--- config.mk ---
export PLATFORM = sky130hd
export DESIGN_NAME = stream_mux_arb
export DESIGN_NICKNAME = d
export VERILOG_FILES = /design/src/rtl/stream_mux_arb_pkg.sv /design/src/rtl/stream_mux_arb_rr_arbiter.sv /design/src/rtl/stream_mux_arb.sv
export SDC_FILE = /design/constraint.sdc
export NUM_CORES = 1
export LEC_CHECK = 0
export BUFFER_PORTS_ARGS = -buffer_cell sky130_fd_sc_hd__buf_2
export CORE_UTILIZATION = 42
export CTS_BUF_LIST = sky130_fd_sc_hd__clkbuf_2 sky130_fd_sc_hd__clkbuf_4 sky130_fd_sc_hd__clkbuf_8
export DETAILED_ROUTE_END_ITERATION = 10
export PLACE_DENSITY = 0.8
export SLEW_MARGIN = 10
export SYNTH_ARGS = -nofsm -noshare
export SYNTH_HDL_FRONTEND = slang
export SYNTH_SLANG_ARGS = --single-unit
--- constraint.sdc ---
create_clock -name clk -period 3.9 [get_ports clk]
set_input_delay 0.585 -clock clk [delete_from_list [all_inputs] [get_ports clk]]
set_output_delay 0.585 -clock clk [all_outputs]
set_load 0.01 [all_outputs]
--- src/rtl/stream_mux_arb_pkg.sv ---
// Shared types for the stream multiplexer: arbitration mode and lock FSM state.
package mux_pkg;

  typedef enum logic {ARB_RR, ARB_FIXED} arb_mode_t;
  typedef enum logic {UNLOCKED, LOCKED} lock_state_t;

endpackage

--- src/rtl/stream_mux_arb_rr_arbiter.sv ---
// Combinational arbiter: one-hot grant from requests, rotating pointer and lock.
module rr_arbiter
  import mux_pkg::*;
#(
  parameter int        CHANNELS = 4,
  parameter arb_mode_t MODE     = ARB_RR
) (
  input  logic [CHANNELS-1:0]         req,
  input  logic [$clog2(CHANNELS)-1:0] ptr,
  input  logic                        lock_en,
  input  logic [$clog2(CHANNELS)-1:0] lock_ch,
  output logic [CHANNELS-1:0]         grant
);

  logic found;
  int   idx;

  always_comb begin
    grant = '0;
    found = 1'b0;
    idx   = 0;
    if (lock_en) begin
      // a locked channel keeps the grant even while it is idle
      grant[lock_ch] = req[lock_ch];
    end else if (MODE == ARB_FIXED) begin
      for (int i = CHANNELS - 1; i >= 0; i--) begin
        if (req[i]) begin
          grant    = '0;
          grant[i] = 1'b1;
        end
      end
    end else begin
      for (int k = 0; k < CHANNELS; k++) begin
        idx = int'(ptr) + k;
        if (idx >= CHANNELS) idx = idx - CHANNELS;
        if (!found && req[idx]) begin
          grant[idx] = 1'b1;
          found      = 1'b1;
        end
      end
    end
  end

endmodule

--- src/rtl/stream_mux_arb.sv ---
// N-channel valid/ready stream mux with arbitration, packet lock and a
// single-entry registered output stage tagged with the source channel.
//
//   state    | meaning
//   UNLOCKED | arbitrate freely among valid channels
//   LOCKED   | grant held on lock_ch until its in_last beat transfers
module stream_mux_arb
  import mux_pkg::*;
#(
  parameter int        CHANNELS = 4,
  parameter int        W        = 8,
  parameter arb_mode_t MODE     = ARB_RR,
  parameter bit        LOCK     = 1'b1
) (
  input  logic                          clk,
  input  logic                          rst_n,
  input  logic [CHANNELS-1:0]           in_valid,
  output logic [CHANNELS-1:0]           in_ready,
  input  logic [CHANNELS*W-1:0]         in_data,
  input  logic [CHANNELS-1:0]           in_last,
  output logic                          out_valid,
  input  logic                          out_ready,
  output logic [W-1:0]                  out_data,
  output logic                          out_last,
  output logic [$clog2(CHANNELS)-1:0]   out_chan
);

  localparam int CW = $clog2(CHANNELS);

  lock_state_t         lock_state;
  logic [CW-1:0]       lock_ch;
  logic [CW-1:0]       ptr;
  logic [CW-1:0]       sel_chan;
  logic [CHANNELS-1:0] grant;
  logic [W-1:0]        sel_data;
  logic                sel_last;
  logic                load;
  logic                xfer;

  rr_arbiter #(
    .CHANNELS (CHANNELS),
    .MODE     (MODE)
  ) u_arb (
    .req     (in_valid),
    .ptr     (ptr),
    .lock_en (lock_state == LOCKED),
    .lock_ch (lock_ch),
    .grant   (grant)
  );

  assign load     = !out_valid || out_ready;
  assign in_ready = (rst_n && load) ? (grant & in_valid) : '0;
  assign xfer     = |in_ready;

  always_comb begin
    sel_data = '0;
    sel_last = 1'b0;
    sel_chan = '0;
    for (int i = 0; i < CHANNELS; i++) begin
      if (grant[i]) begin
        sel_data = in_data[i*W +: W];
        sel_last = in_last[i];
        sel_chan = CW'(i);
      end
    end
  end

  always_ff @(posedge clk or negedge rst_n) begin
    if (!rst_n) begin
      out_valid  <= 1'b0;
      out_data   <= '0;
      out_last   <= 1'b0;
      out_chan   <= '0;
      ptr        <= '0;
      lock_ch    <= '0;
      lock_state <= UNLOCKED;
    end else if (xfer) begin
      out_valid <= 1'b1;
      out_data  <= sel_data;
      out_last  <= sel_last;
      out_chan  <= sel_chan;
      // pointer keeps rotating while locked so fairness resumes after unlock
      ptr       <= (sel_chan == CW'(CHANNELS - 1)) ? '0 : sel_chan + CW'(1);
      if (LOCK) begin
        case (lock_state)
          UNLOCKED: if (!sel_last) begin
            lock_state <= LOCKED;
            lock_ch    <= sel_chan;
          end
          LOCKED:   if (sel_last) lock_state <= UNLOCKED;
          default:  lock_state <= UNLOCKED;
        endcase
      end
    end else if (load) begin
      out_valid <= 1'b0;
    end
  end

endmodule

## Yosys cells after proc, flatten, opt, wreduce, memory -nomap -nowiden

Cells that the tools add are included.

- Bits in registers: 17
- Bits of input ports: 43
- Output and inout bits: 16
- Logic and storage cells: 116

- $add $sub $neg: 8
- $lt $le $gt $ge: 14
- Eq/ne operators: 1
- Mux-type cells: 62
- Bitwise operators: 7
- Reductions and logical operators: 17

Operators with widths:

| operator | count |
|---|---|
| 2-to-1 mux 32 bit | 8 |
| >= comparator 32 x 1 -> 1 bit, second input constant | 4 |
| < comparator 32 x 4 -> 1 bit, second input constant | 4 |
| >= comparator 32 x 4 -> 1 bit, second input constant | 3 |
| subtractor 32 x 4 -> 32 bit, second input constant | 3 |
| 2-to-1 mux 4 bit | 9 |
| 2-to-1 mux 8 bit | 4 |
| 2-to-1 mux 1 bit | 28 |
| OR 4 bit | 3 |
| binary-select mux 1 bit (select 2 bit) | 5 |
| demux 1 bit (select 2 bit) | 5 |
| logical AND 1 bit | 9 |
| bitwise AND 4 bit | 2 |
| adder 2 x 2 -> 3 bit, second input constant | 2 |
| 2-to-1 mux 2 bit | 3 |
| zero test 1 bit | 4 |
| OR reduction 4 bit | 1 |
| subtractor 2 x 3 -> 4 bit, second input constant | 1 |
| adder 2 x 1 -> 3 bit, second input constant | 1 |
| >= comparator 2 x 3 -> 1 bit, second input constant | 1 |
| < comparator 2 x 3 -> 1 bit, second input constant | 1 |
| AND reduction 3 bit | 1 |
| adder 2 x 1 -> 2 bit, second input constant | 1 |
| equality test 2 bit, second input constant | 1 |
| 4 further kinds | 5 |

## Longest topological paths before layout

Gate-level depths: netlist (run 1).

- Depth in word-level cells: 26
- Gate-level depth with buffers: 13
- Gate-level depth less buffers: 10

## By module

From an unflattened synthesis (run 1), not the netlist that was laid out.

- Cell total of the unflattened synthesis: 161
- Area, all modules: 1514.0 µm²

Modules (own cells, without submodules):

| module | times used | cells each | area an instance (µm²) | sequential area each (µm²) |
|---|---|---|---|---|
| stream_mux_arb | 1 | 96 | 969.7 | 425.4 |
| rr_arbiter | 1 | 65 | 544.3 | 0.0 |

## Least setup slack after synthesis (run 1)

Ideal clock, no wire load.

- Path type: reg-to-reg
- Start: register ptr[0]
- End: register lock_ch[0]
- Arrival time: 3.266 ns
- Path slack: 0.506 ns
- Cell stages (with the launch flop): 12
- Path buffers: 2
- Clock period less this slack: 3.394 ns
- Cells stage by stage: dfrtp_1 > buf_2 > inv_1 > ha_1 > mux4_2 > nor2b_4 > a221o_1 > o31ai_4 > buf_4 > a311oi_2 > a2111oi_4 > mux2_1

- Longest elaborated chain between the ends: 26
- Elaborated cells between the ends (all ways): 86
- Those cells by class: add/sub (7); order compare (12); mux (50); bitwise (5); reduce/logical (12)

Ends and longest elaborated chain:

| what | line | source |
|---|---|---|
| start, declared | stream_mux_arb.sv:32 | `logic [CW-1:0] ptr;` |
| start signal, assigned | stream_mux_arb.sv:83 | `ptr <= (sel_chan == CW'(CHANNELS - 1)) ? '0 : sel_chan + CW'(1);` |
| branches (longest 18 deep; another with subtractor 32 x 4 -> 32 bit) | - |  |
| 2-to-1 mux 4 bit (*) | stream_mux_arb_rr_arbiter.sv:36 | `if (!found && req[idx]) begin` |
| 2-to-1 mux 4 bit (*) | stream_mux_arb_rr_arbiter.sv:22 | `if (lock_en) begin` |
| 2-to-1 mux 1 bit (4 in series) | stream_mux_arb.sv:60 | `if (grant[i]) begin` |
| NOT 1 bit (no source line) | - |  |
| AND reduction 3 bit (no source line) | - |  |
| end signal, assigned | stream_mux_arb.sv:88 | `lock_ch <= sel_chan;` |
| end, declared | stream_mux_arb.sv:31 | `logic [CW-1:0] lock_ch;` |

Every way passes the cells marked *. The select of a mux whose other input is x is not followed.
A chain may end at the register's enable or synchronous reset.

## Final worst setup path (run 1)

- Start: register ptr[1]
- End: register lock_ch[0]

The elaborated chain is that of the path after synthesis.

==> results.py, run 1 <==
metrics = {
    "outcome": {
        "outcome": "finished clean",
    },
    "final_layout": {
        "layout_common_cells": "buf_2, nand2_1, dfrtp_1",
        "final_common_cell": "buf_2",
        "diodes": 0,
        "fill_cells": 320,
        "nNetsFinal": 274,
        "drive_gt1_share_pct": 39.3,
        "area_delta_synth_final_pct": 27.2,
    },
    "timing": {
        "min_period_ps": 3520,
        "slew_headroom_pct": 61.4,
        "max_freq_mhz": 284,
        "finalSetupTns_ps": 0,
        "setup_violations": 0,
        "drv_slew": 0,
        "max_slew.worst_pin.slew_ps": 575,
        "rsz0062_at_grt": "false",
        "fin_crit_sh_pct": 90.2,
        "hold_ws_ps": 223,
        "fin_skew_ps": 4.63,
        "hold_viol": 0,
    },
    "setup_path": {
        "cp_max_fo": 9,
        "cp.required_ps": 4080,
        "crit_type": "reg -> reg",
        "cp_num_buf_inv": 4,
        "r2r_slack_ps": 380,
        "crit_arrival_ps": 3700,
        "cp-end-kind": "register",
        "cp_slowest_cell": "mux4_2",
        "startpoint_type": "register",
        "slowest_delay_ps": 530,
        "crit_family": "multiplexers",
        "cp_cell_sequence": "inv_1 > ha_1 > mux4_2 > inv_1 > and4_1 > o31ai_4 > buf_4 > nor2_2 > nor4_4 > buf_4 > a2111oi_4 > mux2_1",
    },
    "detailed_routing": {
        "drt_wl_total_mm": 3.87,
        "vias_per_cell": 5.83,
        "drc": 0,
        "drtIter0Drc": 94,
        "dr_total_vias": 1574,
        "ant_nets": 0,
        "drt-pass1-iter-count": 4,
        "routedWlPerCell_um": 14.3,
    },
    "yosys": {
        "synthSimpleGateAreaFrac_pct": 20.9,
        "synth_edf_count": 0,
        "synth_cell_type_count": 51,
        "syn_nets": 213,
        "synth_ff_type": "dfrtp_1",
        "muxShareOfSynthArea_pct": 6.82,
        "synth_top_family_by_area": "compound AO/OA/AOI/OAI gates",
        "synthXorXnorAreaFrac_pct": 0,
        "ys_ff_latch": 17,
        "synth_area_um2": 1490,
        "ys_seq_area_share_pct": 28.6,
        "synth-compound-area-share_pct": 33.6,
        "avgSynthCellArea_um2": 9.06,
        "yosys_warnings": 0,
        "synthAdderAreaFrac_pct": 5.05,
        "syn_inst": 164,
        "synthArstFlopShare_pct": 100,
    },
    "clocking": {
        "cts-root-buf": "clkbuf_4",
        "holdBufCountCts": 0,
        "cts_setup_buffers": 0,
        "ctsResizeCount": 0,
        "cts_made_buffers": 3,
        "path_clk_slew_ps": 90,
        "clockBufferDepth": 2,
        "insertion_delay_ps": 290,
        "cts_sinks": 17,
        "cts_tree": "done",
        "htreeDepth": 1,
    },
    "pwr": {
        "p_leak_uw": 0.000867,
        "power.density_nw_per_um2": 875,
        "ir_drop_v": 0.000478,
        "power.switching_uw": 801,
        "seq_power_share_pct": 20.7,
        "combPwrFrac_pct": 73.2,
        "p_clk_share_pct": 6.1,
        "switching_share_pct": 48.4,
        "intPower_uw": 853,
    },
    "die": {
        "pin_count": 59,
        "coreArea_um2": 3360,
        "num_rows": 21,
        "die_y_um": 61.5,
        "die_w_um": 61.5,
        "initial_core_util_pct": 44.2,
        "die_area_um2": 3780,
    },
    "grt": {
        "antenna_found_initial": 0,
        "overflow": 0,
        "first_global_vias": 1274,
        "grt_max_degree": 19,
        "grt_usage_pct": 20.7,
        "grt_pass1_wl_mm": 5.82,
    },
    "placed_design": {
        "port_buffers": 58,
        "gp_congestion": 0.971,
        "place_hpwl_mm": 3.07,
    },
    "min_path": {
        "hold_class": "in -> async",
    },
    "job": {
        "maxCapViolations": 0,
    },
}
per-stage QoR:
step	setup WS, ps	util, %	instance area, µm²	power, µW	std cells
after detailed placement	406	55.3	1860	1550	266
after global placement	496	55.3	1860	1520	266
after floorplan	506	-	1490	1220	164
final	383	56.2	1890	1650	270
after CTS	378	56.2	1890	1660	270
after global routing	184	56.2	1890	1810	270
logic make-up (layout without fill, tap and decap cells):
family,after synthesis,count (layout)
buffers and inverters,18,78
multiplexers,7,7
adder cells (fa/ha/maj),6,6
AO/OA/AOI/OAI,62,62
flip-flops,17,17
AND/OR/NAND/NOR,54,54
sequential cells by signal (all words and copies together) (netlist names):
register	cells
lock_ch	2
out_chan	2
ptr	2
out_last	1
out_data	8
lock_state	1
out_valid	1
power groups by stage:
| stage | Clock (µW) | Sequential, µW | Combinational [µW] |
|---|---|---|---|
| after floorplan | 0 | 345 | 875 |
| final | 100 | 343 | 1210 |
| after detailed placement | 0 | 347 | 1210 |
| after CTS | 106 | 343 | 1210 |
| after global routing | 115 | 358 | 1340 |
| after global placement | 0 | 342 | 1180 |
cell usage after synthesis, types with 4 or more instances:
master / n / share of area [%]
dfrtp_1: 17 / 29
nand2_1: 17 / 4.3
nand3_1: 12 / 4.0
a21oi_1: 9 / 3.0
a221oi_1: 8 / 4.7
clkbuf_1: 8 / 2.0
o21ai_0: 8 / 2.7
o311ai_0: 8 / 4.7
ha_1: 6 / 5.1
nor2_1: 6 / 1.5
inv_1: 5 / 1.3
o21ai_1: 4 / 1.3
path summary, 6_finish.rpt:
kind	from	to	cells past startpoint
setup / recovery	ptr[1]$_DFFE_PN0P_	lock_ch[0]$_DFFE_PN0P_	12
hold / removal	rst_n	out_data[2]$_DFFE_PN0P_	2
setup reg to reg	ptr[1]$_DFFE_PN0P_	lock_ch[0]$_DFFE_PN0P_	12
hold reg to reg	out_data[4]$_DFFE_PN0P_	out_data[4]$_DFFE_PN0P_	2
max in group asynchronous	rst_n	ptr[1]$_DFFE_PN0P_	2
min in group clk	out_data[4]$_DFFE_PN0P_	out_data[4]$_DFFE_PN0P_	2
metal layers:
layer / GRT usage [%] / up-vias / wire length [µm]
met5: 0 / - / 0
met4: 6.98 / 0 / 74
met3: 4.20 / 8 / 197
met2: 33.3 / 60 / 1920
met1: 27.7 / 742 / 1670
li1: - / 764 / -
cell type report:
cell class / instances / area, µm² / area share [%]
flip-flops and latches: 17 / 425 / 22.5
clock buffers: 4 / 30.0 / 1.59
inverters: 5 / 18.8 / 0.993
repair buffers: 69 / 373 / 19.7
well taps: 46 / 57.6 / 3.04
multi-input cells: 129 / 986 / 52.2
No activity file was read; power rests on OpenSTA's default activity.
==> inputs of run 2 (changes only) <==
--- a/config.mk
+++ b/config.mk
@@ -6,10 +6,14 @@
 export NUM_CORES = 1
 export LEC_CHECK = 0
 export BUFFER_PORTS_ARGS = -buffer_cell sky130_fd_sc_hd__buf_2
-export CORE_UTILIZATION = 42
+export CELL_PAD_IN_SITES_DETAIL_PLACEMENT = 2
+export CELL_PAD_IN_SITES_GLOBAL_PLACEMENT = 2
+export CORE_MARGIN = 2
+export CORE_UTILIZATION = 29
 export CTS_BUF_LIST = sky130_fd_sc_hd__clkbuf_2 sky130_fd_sc_hd__clkbuf_4 sky130_fd_sc_hd__clkbuf_8
 export DETAILED_ROUTE_END_ITERATION = 10
-export PLACE_DENSITY = 0.8
+export GPL_ROUTABILITY_DRIVEN = 0
+export PLACE_DENSITY = 0.92
 export SLEW_MARGIN = 10
 export SYNTH_ARGS = -nofsm -noshare
 export SYNTH_HDL_FRONTEND = slang
==> results.py, run 2 (synthesis results as in run 1) <==
metrics = {
    "detailed_routing": {
        "vias_per_cell": 5.62,
        "drc": 0,
        "drt_wl_total_mm": 5.44,
        "drt-pass1-iter-count": 4,
        "dr_total_vias": 1635,
        "drtIter0Drc": 76,
        "ant_nets": 0,
        "routedWlPerCell_um": 18.7,
    },
    "final_layout": {
        "largest_register_ffs": 8,
        "regArea_um2": 425,
        "drive_gt1_share_pct": 38.5,
        "multi_input_area_um2": 986,
        "nNetsFinal": 271,
        "layout_common_cells": "buf_2, nand2_1, dfrtp_1",
        "final_common_cell": "buf_2",
        "fill_cells": 567,
        "diodes": 0,
        "regMostFlops": "out_data",
        "area_delta_synth_final_pct": 29.0,
    },
    "clocking": {
        "holdBufCountCts": 0,
        "htreeDepth": 1,
        "ctsResizeCount": 0,
        "cts-root-buf": "clkbuf_8",
        "cts_setup_buffers": 0,
        "clockBufferDepth": 2,
        "insertion_delay_ps": 260,
        "cts_tree": "done",
        "cts_sinks": 17,
        "cts_made_buffers": 3,
        "path_clk_slew_ps": 70,
    },
    "placed_design": {
        "port_buffers": 58,
        "place_hpwl_mm": 4.32,
    },
    "grt": {
        "grt_max_degree": 19,
        "first_global_vias": 1694,
        "grt_pass1_wl_mm": 8.58,
        "antenna_found_initial": 0,
        "overflow": 0,
        "grt_usage_pct": 20.5,
    },
    "setup_path": {
        "critPathCapture": "out_chan[1]$_DFFE_PN0P_",
        "reg2reg_depth": 10,
        "startpoint_type": "register",
        "crit_arrival_ps": 3730,
        "r2r_start": "ptr[1]$_DFFE_PN0P_",
        "cp_max_fo": 9,
        "crit_type": "reg -> reg",
        "cp-end-kind": "register",
        "rr_endpoint": "out_chan[1]$_DFFE_PN0P_",
        "cp.required_ps": 4050,
        "crit_start": "ptr[1]$_DFFE_PN0P_",
        "r2r_slack_ps": 320,
    },
    "timing": {
        "slew_headroom_pct": 55.0,
        "fin_crit_sh_pct": 91.7,
        "hold_ws_ps": 243,
        "fin_skew_ps": 6.34,
        "hold_viol": 0,
        "drv_slew": 0,
        "max_freq_mhz": 280,
        "min_period_ps": 3580,
        "rsz0062_at_grt": "false",
        "max_slew.worst_pin.slew_ps": 671,
        "finalSetupTns_ps": 0,
        "setup_violations": 0,
    },
    "min_path": {
        "hold_class": "in -> async",
    },
    "die": {
        "initial_core_util_pct": 29.7,
        "die_w_um": 75.6,
        "pin_count": 59,
        "die_y_um": 75.6,
        "num_rows": 26,
        "die_area_um2": 5710,
        "coreArea_um2": 5010,
    },
    "pwr": {
        "p_clk_share_pct": 8.2,
        "power.density_nw_per_um2": 923,
        "p_leak_uw": 0.000860,
        "switching_share_pct": 50.4,
        "seq_power_share_pct": 20.0,
        "power.switching_uw": 891,
        "combPwrFrac_pct": 71.7,
        "ir_drop_v": 0.000287,
        "intPower_uw": 878,
    },
    "job": {
        "maxCapViolations": 0,
    },
    "outcome": {
        "outcome": "finished clean",
    },
}
[run 2: cell count changes in the layout (fill, tap and decap cells not counted)]
cell / previous run / this run
buf_4: 11 / 8
clkbuf_4: 4 / 1
clkbuf_8: 0 / 3
[run 2: worst max-delay path: stages (launching register included)]
cell and delay (ps):
dfrtp_1 450, inv_1 130, ha_1 370, mux4_2 530, nor2b_4 160, a221o_1 420
o31ai_4 340, nor2_2 120, nor4_4 390, buf_4 220, mux2_2 330
[run 2: power by group through the flow]
stage / registers (µW) / clock network [µW] / logic (µW)
after floorplan: 345 / 0 / 875
after global placement: 348 / 0 / 1210
after detailed placement: 357 / 0 / 1270
after CTS: 354 / 149 / 1280
after global routing: 372 / 156 / 1400
final: 354 / 146 / 1270
[run 2: area by class of cell]
type	count	area share [%]
clock buffers	4	2.55
well taps	70	4.57
inverters	5	0.979
multi-input cells	129	51.4
repair buffers	66	18.3
flip-flops and latches	17	22.2
[run 2: stage by stage]
step / power [µW] / utilization [%] / setup slack, ps / area, µm² / instances
after CTS: 1780 / 38.3 / 332 / 1920 / 291
after floorplan: 1220 / - / 506 / 1490 / 164
after global placement: 1550 / 37.3 / 479 / 1870 / 287
final: 1770 / 38.3 / 323 / 1920 / 291
after global routing: 1920 / 38.3 / 118 / 1920 / 291
after detailed placement: 1630 / 37.3 / 334 / 1870 / 287
[run 2: routing by layer]
metal	routed length (µm)	up-vias	track usage [%]
met3	382	8	5.82
met1	2360	801	25.9
met2	2580	66	33.4
met4	114	0	7.41
li1	-	760	-
met5	0	-	0
[run 2: worst min path at each step]
| stage | start | end | slack [ps] | cells after the start |
|---|---|---|---|---|
| floorplan | rst_n | lock_ch[0]$_DFFE_PN0P_ | 290 | 0 |
| global placement | out_data[0]$_DFFE_PN0P_ | out_data[0]$_DFFE_PN0P_ | 460 | 2 |
| detailed placement | out_data[2]$_DFFE_PN0P_ | out_data[2]$_DFFE_PN0P_ | 480 | 2 |
| CTS | rst_n | out_valid$_DFFE_PN0P_ | 250 | 1 |
| global route | rst_n | out_valid$_DFFE_PN0P_ | 260 | 1 |
| finish | rst_n | out_valid$_DFFE_PN0P_ | 240 | 1 |
==> inputs of run 3 (changes only) <==
--- a/config.mk
+++ b/config.mk
@@ -6,14 +6,14 @@
 export NUM_CORES = 1
 export LEC_CHECK = 0
 export BUFFER_PORTS_ARGS = -buffer_cell sky130_fd_sc_hd__buf_2
-export CELL_PAD_IN_SITES_DETAIL_PLACEMENT = 2
-export CELL_PAD_IN_SITES_GLOBAL_PLACEMENT = 2
+export CELL_PAD_IN_SITES_DETAIL_PLACEMENT = 0
+export CELL_PAD_IN_SITES_GLOBAL_PLACEMENT = 1
 export CORE_MARGIN = 2
-export CORE_UTILIZATION = 29
+export CORE_UTILIZATION = 36
 export CTS_BUF_LIST = sky130_fd_sc_hd__clkbuf_2 sky130_fd_sc_hd__clkbuf_4 sky130_fd_sc_hd__clkbuf_8
 export DETAILED_ROUTE_END_ITERATION = 10
 export GPL_ROUTABILITY_DRIVEN = 0
-export PLACE_DENSITY = 0.92
+export PLACE_DENSITY = 0.9
 export SLEW_MARGIN = 10
 export SYNTH_ARGS = -nofsm -noshare
 export SYNTH_HDL_FRONTEND = slang
==> results.py, run 3 (synthesis results as in run 1) <==
metrics = {
    "grt": {
        "antenna_found_initial": 0,
        "grt_usage_pct": 18.7,
        "first_global_vias": 1377,
        "overflow": 0,
        "grt_pass1_wl_mm": 6.58,
        "grt_max_degree": 27,
    },
    "timing": {
        "rsz0062_at_grt": "false",
        "drv_slew": 0,
        "setup_violations": 0,
        "fin_skew_ps": 9.73,
        "max_slew.worst_pin.slew_ps": 655,
        "max_freq_mhz": 278,
        "hold_viol": 0,
        "finalSetupTns_ps": 0,
        "fin_crit_sh_pct": 92.1,
        "slew_headroom_pct": 56.3,
        "min_period_ps": 3590,
    },
    "min_path": {
        "hold_class": "in -> async",
    },
    "setup_path": {
        "cp-end-kind": "register",
        "r2r_start": "ptr[1]$_DFFE_PN0P_",
        "rr_endpoint": "lock_ch[0]$_DFFE_PN0P_",
        "cp.required_ps": 4040,
        "startpoint_type": "register",
        "r2r_slack_ps": 310,
        "critPathCapture": "lock_ch[0]$_DFFE_PN0P_",
        "crit_arrival_ps": 3740,
        "reg2reg_depth": 11,
        "crit_type": "reg -> reg",
        "cp_max_fo": 26,
        "crit_start": "ptr[1]$_DFFE_PN0P_",
    },
    "clocking": {
        "insertion_delay_ps": 260,
        "cts_sinks": 17,
        "ctsResizeCount": 0,
        "path_clk_slew_ps": 80,
        "htreeDepth": 1,
        "clockBufferDepth": 2,
        "cts_tree": "done",
        "cts_made_buffers": 3,
        "cts-root-buf": "clkbuf_8",
        "cts_setup_buffers": 0,
        "holdBufCountCts": 0,
    },
    "job": {
        "maxCapViolations": 0,
    },
    "pwr": {
        "intPower_uw": 852,
        "seq_power_share_pct": 20.8,
        "combPwrFrac_pct": 70.9,
        "p_clk_share_pct": 8.3,
        "switching_share_pct": 49.0,
        "p_leak_uw": 0.000851,
        "ir_drop_v": 0.000315,
        "power.switching_uw": 820,
        "power.density_nw_per_um2": 887,
    },
    "final_layout": {
        "layout_common_cells": "buf_2, nand2_1, dfrtp_1",
        "largest_register_ffs": 8,
        "post-route-util_pct": 47.1,
        "regMostFlops": "out_data",
        "area_delta_synth_final_pct": 26.8,
        "diodes": 0,
        "drive_gt1_share_pct": 38.2,
        "final_common_cell": "buf_2",
        "nNetsFinal": 270,
    },
    "die": {
        "pin_count": 59,
        "die_area_um2": 4660,
        "die_w_um": 68.3,
        "coreArea_um2": 4000,
        "die_y_um": 68.3,
        "num_rows": 23,
        "initial_core_util_pct": 37.2,
    },
    "detailed_routing": {
        "vias_per_cell": 5.73,
        "drt-pass1-iter-count": 4,
        "dr_total_vias": 1547,
        "ant_nets": 0,
        "drt_wl_total_mm": 4.31,
        "routedWlPerCell_um": 16.0,
        "drc": 0,
        "drtIter0Drc": 89,
    },
    "placed_design": {
        "port_buffers": 58,
        "place_hpwl_mm": 3.41,
    },
    "outcome": {
        "outcome": "finished clean",
    },
}
run 3: cell count changes in the layout (fill, tap and decap cells not counted), sizes merged:
cell	change
buf	-1
clkbuf	-1
clkinvlp	+1
run 3: critical path, cell delays in order (launching register included):
cell and delay (ps):
dfrtp_1 430, inv_1 120, ha_1 360, mux4_2 530, nor2b_4 160, a221o_1 420
o31ai_4 400, nor2_2 110, nor4_4 210, buf_4 310, a2111oi_4 100, mux2_1 340
run 3: area by class of cell:
type	instances	area [µm²]
clock buffers	3	41.3
clock inverters	1	7.51
fillers	394	2120
inverters	5	18.8
multi-input cells	129	986
flip-flops and latches	17	425
well taps	50	62.6
repair buffers	65	343
run 3: through the flow:
stage                     area, µm²  hold WS, ps  setup WS [ps]  total power (µW)  std cells
after floorplan                1490          289            506              1220        164
after global placement         1840          456            420              1510        266
after detailed placement       1840          473            337              1530        266
after CTS                      1880          321            321              1670        270
after global routing           1880          319           69.9              1840        270
final                          1880          309            306              1670        270
run 3: worst min path at each step:
stage	end	slack [ps]
after floorplan	lock_ch[0]$_DFFE_PN0P_	290
after global placement	out_data[6]$_DFFE_PN0P_	460
after detailed placement	out_data[5]$_DFFE_PN0P_	470
after CTS	lock_ch[0]$_DFFE_PN0P_	320
after global routing	lock_state$_DFFE_PN0P_	320
final	lock_ch[0]$_DFFE_PN0P_	310
run 3: per-layer routing:
| layer | share of wire (%) | up-vias | global-route usage (%) | routed length (µm) |
|---|---|---|---|---|
| met4 | 1.6 | 0 | 4.00 | 70 |
| li1 | - | 753 | - | - |
| met3 | 6.4 | 6 | 2.80 | 277 |
| met2 | 50 | 58 | 31.3 | 2140 |
| met1 | 42 | 730 | 25.4 | 1820 |
| met5 | 0 | - | 0 | 0 |
run 3: power groups by stage:
stage	Combinational (µW)	Sequential, µW	Clock [µW]
final	1190	347	139
after floorplan	875	345	0
after global routing	1330	360	151
after CTS	1190	348	140
after global placement	1160	344	0
after detailed placement	1180	350	0
